### src/rtl/cp0_ext.sv
// cp0_ext: coprocessor 0 (Status, Cause, EPC, PRId) with per-line level/edge device interrupts.
// Defining CP0_TIMER_EN adds the Count/Compare timer on the top IP/IM bit.
module cp0_ext #(
   parameter int unsigned        DEV_CNT   = 6,
   parameter logic [DEV_CNT-1:0] EDGE_MASK = '0,
   parameter logic [31:0]        PRID      = 32'h4D495053
) (
   input  logic               clk,
   input  logic               reset,
   input  logic [29:0]        PC,
   input  logic [31:0]        Din,
   input  logic [4:0]         Sel,
   input  logic               Wen,
   input  logic [DEV_CNT:1]   HWInt,
   input  logic               ExcReq,
   input  logic [4:0]         ExcCode,
   input  logic               EXLSet,
   input  logic               EXLClr,
   output logic               IntReq,
   output logic [29:0]        EPC,
   output logic [31:0]        DOut
);

   localparam int unsigned IPL = 10;
   localparam int unsigned IPH = 10 + DEV_CNT;

   logic [DEV_CNT:0] im;
   logic             ie;
   logic             exl;
   logic [4:0]       exc_code;
   logic [29:0]      epc_q;
   logic [DEV_CNT:1] ip_dev;
   logic [DEV_CNT:1] ip_dev_next;
   logic [DEV_CNT:1] hw_prev;
   logic             ip_timer;
   logic [DEV_CNT:0] ip_all;
   logic [31:0]      count_rd;
   logic [31:0]      compare_rd;
   logic [31:0]      sr_val;
   logic [31:0]      cause_val;
   logic             sr_wr;
   logic             cause_wr;
   logic             epc_wr;

   assign sr_wr    = Wen && (Sel == 5'd12);
   assign cause_wr = Wen && (Sel == 5'd13);
   assign epc_wr   = Wen && (Sel == 5'd14);

   // Edge lines latch a rising edge and are W1C through Cause; a same-cycle edge beats the clear.
   for (genvar g = 1; g <= DEV_CNT; g++) begin : g_line
      if (EDGE_MASK[g-1]) begin : g_edge
         assign ip_dev_next[g] = (HWInt[g] & ~hw_prev[g]) |
                                 (ip_dev[g] & ~(cause_wr & Din[IPL+g-1]));
      end else begin : g_level
         assign ip_dev_next[g] = HWInt[g];
      end
   end

   always_ff @(posedge clk) begin
      if (reset) begin
         im       <= '0;
         ie       <= 1'b0;
         exl      <= 1'b0;
         exc_code <= '0;
         epc_q    <= '0;
         ip_dev   <= '0;
         hw_prev  <= '0;
      end else begin
         ip_dev  <= ip_dev_next;
         hw_prev <= HWInt;
         if (sr_wr) begin
            im <= Din[IPH:IPL];
            ie <= Din[0];
         end
         // Exception entry outranks eret, SR.EXL writes and EPC writes.
         if (EXLSet) begin
            exl      <= 1'b1;
            epc_q    <= PC;
            exc_code <= ExcReq ? ExcCode : 5'd0;
         end else begin
            if (EXLClr)
               exl <= 1'b0;
            else if (sr_wr)
               exl <= Din[1];
            if (epc_wr)
               epc_q <= Din[31:2];
         end
      end
   end

`ifdef CP0_TIMER_EN
   logic [31:0] count;
   logic [31:0] compare;
   logic [31:0] count_next;

   assign count_next = (Wen && (Sel == 5'd9)) ? Din : count + 32'd1;

   // Match is taken on the value Count is about to hold, so IP rises with Count==Compare.
   always_ff @(posedge clk) begin
      if (reset) begin
         count    <= '0;
         compare  <= '0;
         ip_timer <= 1'b0;
      end else begin
         count <= count_next;
         if (Wen && (Sel == 5'd11)) begin
            compare  <= Din;
            ip_timer <= 1'b0;
         end else if ((count_next == compare) && (compare != '0)) begin
            ip_timer <= 1'b1;
         end
      end
   end

   assign count_rd   = count;
   assign compare_rd = compare;
`else
   assign ip_timer   = 1'b0;
   assign count_rd   = '0;
   assign compare_rd = '0;
`endif

   assign ip_all = {ip_timer, ip_dev};
   assign IntReq = ExcReq | ((|(ip_all & im)) & ie & ~exl);
   assign EPC    = epc_q;

   always_comb begin
      sr_val            = '0;
      sr_val[IPH:IPL]   = im;
      sr_val[1]         = exl;
      sr_val[0]         = ie;
      cause_val          = '0;
      cause_val[IPH:IPL] = ip_all;
      cause_val[6:2]     = exc_code;
      case (Sel)
         5'd9:    DOut = count_rd;
         5'd11:   DOut = compare_rd;
         5'd12:   DOut = sr_val;
         5'd13:   DOut = cause_val;
         5'd14:   DOut = {epc_q, 2'b00};
         5'd15:   DOut = PRID;
         default: DOut = '0;
      endcase
   end

endmodule
### config.mk
export PLATFORM = sky130hd
export DESIGN_NAME = cp0_ext
export DESIGN_NICKNAME = d
export VERILOG_FILES = /design/src/rtl/cp0_ext.sv
export SDC_FILE = /design/constraint.sdc
export NUM_CORES = 1
export LEC_CHECK = 0
export CORE_AREA = 2 2 86 88
export CTS_BUF_LIST = sky130_fd_sc_hd__clkbuf_4
export DETAILED_ROUTE_END_ITERATION = 6
export DIE_AREA = 0 0 88 90
export PLACE_DENSITY = 0.77
export SLEW_MARGIN = 20
export SYNTH_ARGS = -nofsm -noshare
export SYNTH_HDL_FRONTEND = slang
export SYNTH_SLANG_ARGS = --single-unit
### constraint.sdc
create_clock -name clk -period 1.3 [get_ports clk]
set_input_delay 0.13 -clock clk [delete_from_list [all_inputs] [get_ports clk]]
set_output_delay 0.13 -clock clk [all_outputs]
set_load 0.03 [all_outputs]
==> run summary <==
R2r worst-path depth: 5
Core area: 7020 um2
Clock Tree Root: clkbuf_4
# fillers: 591
Top Ports: 147
Drc violations: 0
Syn Area/Cell: 8.15 um2
CP endpoint kind: output port
Violations in the final reports: setup timing
DRT Pass-1 Iters: 4
Pre-CTS setup slack: -0.752 ns
Largest net degree at the start of global routing: 50
Clk buf depth: 2
Final wirelength: 10.6 mm
Area delta synth->final: 73.5%
Synthesized Nets: 424
Non-Filler Instances: 607
Final setup vio count: 7
Worst-Margin Slew: 0.377 ns
GR Util All Layers: 25.6%
Vias in the first global route: 3379
Hold Crit Class: input pin to register
Max Slew Vio Count: 0
Total grt overflow: 0
Most Crowded Layer GR: met2
Worst Setup SP: im[2]
Hold Path Origin: reset
Pwr/cell area: 772 nW/um2
Met1 usage: 29.5%
Fin crit period: 1.54 ns
Final nets: 592
Routed WL per cell: 17.4 um
Tcrit/Tclk final: 119%
Antenna cells: 0
Sequential cell area fraction in the yosys report: 36.1%
Final hold vios: 0
Setup TNS: -1.02 ns
Initial antenna violation count: 0
Hold Buf Count CTS: 0
Netlist cell types: 30
Post-layout util: 68.5%
Chip width: 88 um
Leak: 1.84 nW
Mapped Cells: 340
Vias per inst: 5.55
Worst-path clk slew: 0.15 ns
Worst-skew pair later-pin latency: 0.36 ns
Share of cells above drive strength 1: 34.3%
Worst clock skew: 0 ns
FF-to-FF End: EPC[13]
Post-route cell area: 4810 um2
M2 GR Usage: 44.9%
Final worst slack: -0.242 ns
VDD IR max: 693 uV
Status: finished, violations left
R2R setup slack: 0.21 ns
Syn. warnings: 0
Vias post-DR: 3368
Initial Utilization: 39.5%
R2r startpoint: EPC[13]
Die Ht: 90 um
Routed Antenna Nets: 0
Die area: 7920 um2
Initial DRC count: 180
GR met3 Demand/Resource: 5.23%
RSZ-0062 raised after global routing: yes
Mapped cell area: 2770 um2
Port Buffers: 146
First-pass GRT wire length: 16.1 mm
FF/Latch Area: 1020 um2
Max Fclk: 649 MHz
Worst hold endpoint: ip_dev[2]
Num CTS Buffers: 5
Htree depth: 2
Post-placement cell area: 4440 um2
Crit Path Category: register to output port
Critical path data arrival time: 1.41 ns
TritonCTS clock tree: yes
Worst Path Required: 1.17 ns
Rows: 31
Clock sink total: 50
Footprint of the multi-input gates: 1680 um2
Max Cap Violations: 0
CP Max Fanout: 3
Post-DP HPWL: 7.23 mm
Hold Path Depth: 2
CP Launch Type: register
Seq cells post-synth: 50
Cells after DPL: 584
Slew headroom: 74.8%
RD Place Congestion: 0.877
-- final cells by class --
cell class	count	share of cell area [%]
well taps	99	2.58
clock buffers	5	0.780
clock inverters	2	0.702
repair buffers	203	39.7
flip-flops and latches	50	21.3
multi-input cells	247	34.9
inverters	1	0.0780
-- layer usage --
layer | wire, um | up-vias
met5 | 0 | -
met4 | 365 | 0
met3 | 764 | 31
met2 | 5310 | 165
met1 | 4140 | 1570
li1 | - | 1602
-- cells in the mapped netlist --
master | n | area share [%]
a22oi_1 | 6 | 1.6
o22ai_1 | 2 | 0.45
buf_2 | 8 | 1.4
or2_2 | 1 | 0.23
clkbuf_1 | 20 | 2.7
buf_4 | 6 | 1.6
buf_1 | 3 | 0.41
mux2i_1 | 4 | 1.4
inv_1 | 1 | 0.14
nand3_1 | 14 | 2.5
buf_6 | 5 | 2.0
nor2_1 | 23 | 3.1
a311o_2 | 1 | 0.41
a21oi_1 | 18 | 3.3
nor2b_1 | 39 | 8.8
nand3b_1 | 1 | 0.27
a211oi_1 | 30 | 8.1
nand2_1 | 6 | 0.81
mux2_2 | 2 | 0.81
a2bb2oi_1 | 4 | 1.3
dfxtp_1 | 50 | 36
nand2b_1 | 7 | 1.6
o21ai_0 | 11 | 2.0
nor3b_1 | 1 | 0.27
and2_1 | 12 | 2.7
nor4_1 | 60 | 14
and4b_1 | 1 | 0.36
a2111oi_4 | 1 | 0.99
nand4b_1 | 2 | 0.63
a31o_2 | 1 | 0.32
-- where the power goes --
part / internal (mW) / leakage, nW / switching, mW / total (mW)
sequential: 1.63 / 0.419 / 0.0678 / 1.69
combinational: 0.580 / 1.38 / 0.557 / 1.14
clock: 0.390 / 0.0387 / 0.493 / 0.883
-- cells by family after synthesis --
family | share of synthesized area [%]
buffers and inverters | 8.35
AO/OA/AOI/OAI | 18.4
multiplexers | 2.26
AND/OR/NAND/NOR | 34.9
flip-flops | 36.1
-- how the worst max path moves through the flow --
stage	end	slack, ns	depth (start not counted)
final	IntReq	-0.24	4
after global routing	IntReq	-0.32	5
after CTS	IntReq	-0.25	5
after detailed placement	DOut[12]	-0.75	5
after global placement	DOut[12]	-0.65	5
after floorplan	DOut[10]	0.003	3
-- metrics by stage --
step / total power, mW / hold WS (ns)
2_1_floorplan: 2.22 / 0.258
3_3_place_gp: 2.77 / 0.454
3_5_place_dp: 2.79 / 0.457
4_1_cts: 3.68 / 0.151
5_1_grt: 3.86 / 0.167
6_report: 3.71 / 0.173
-- placed cells by master, fill, tap and decap left out, types with 3 or more instances in the layout --
master,n
clkdlybuf4s50_1,76
nor4_1,60
buf_4,59
nor2b_1,37
dfxtp_1,32
a211oi_1,30
buf_6,28
dfxtp_2,18
nor2_1,16
nand3_1,14
a21oi_1,13
clkbuf_2,12
clkdlybuf4s15_1,11
o21ai_0,8
and2_4,7
nand2b_1,6
buf_12,6
nand2_1,5
a21oi_2,5
and2_1,5
clkbuf_4,5
buf_2,5
nor2_2,4
mux2i_1,4
a2bb2oi_1,4
a22oi_2,4
nor2_4,3
dlygate4sd2_1,3
-- critical path, stage by stage (launching register included) --
cell,delay (ns)
dfxtp_2,0.37
a22oi_2,0.23
nand3_1,0.10
a31o_2,0.22
buf_6,0.13
-- flip-flops by register name, summed over array words and instances (netlist names) --
name,flops
EPC,30
exc_code,5
exl,1
ie,1
im,7
ip_dev,6
-- repair_timing --
| item | CTS | global route |
|---|---|---|
| gates resized for setup | 128 | 65 |
| pin swaps | 10 | 13 |
| setup buffers | 10 | 6 |
| setup endpoints to repair | 102 | 63 |
| gates cloned | 2 | 0 |
Power figures use the tool's default switching activity.
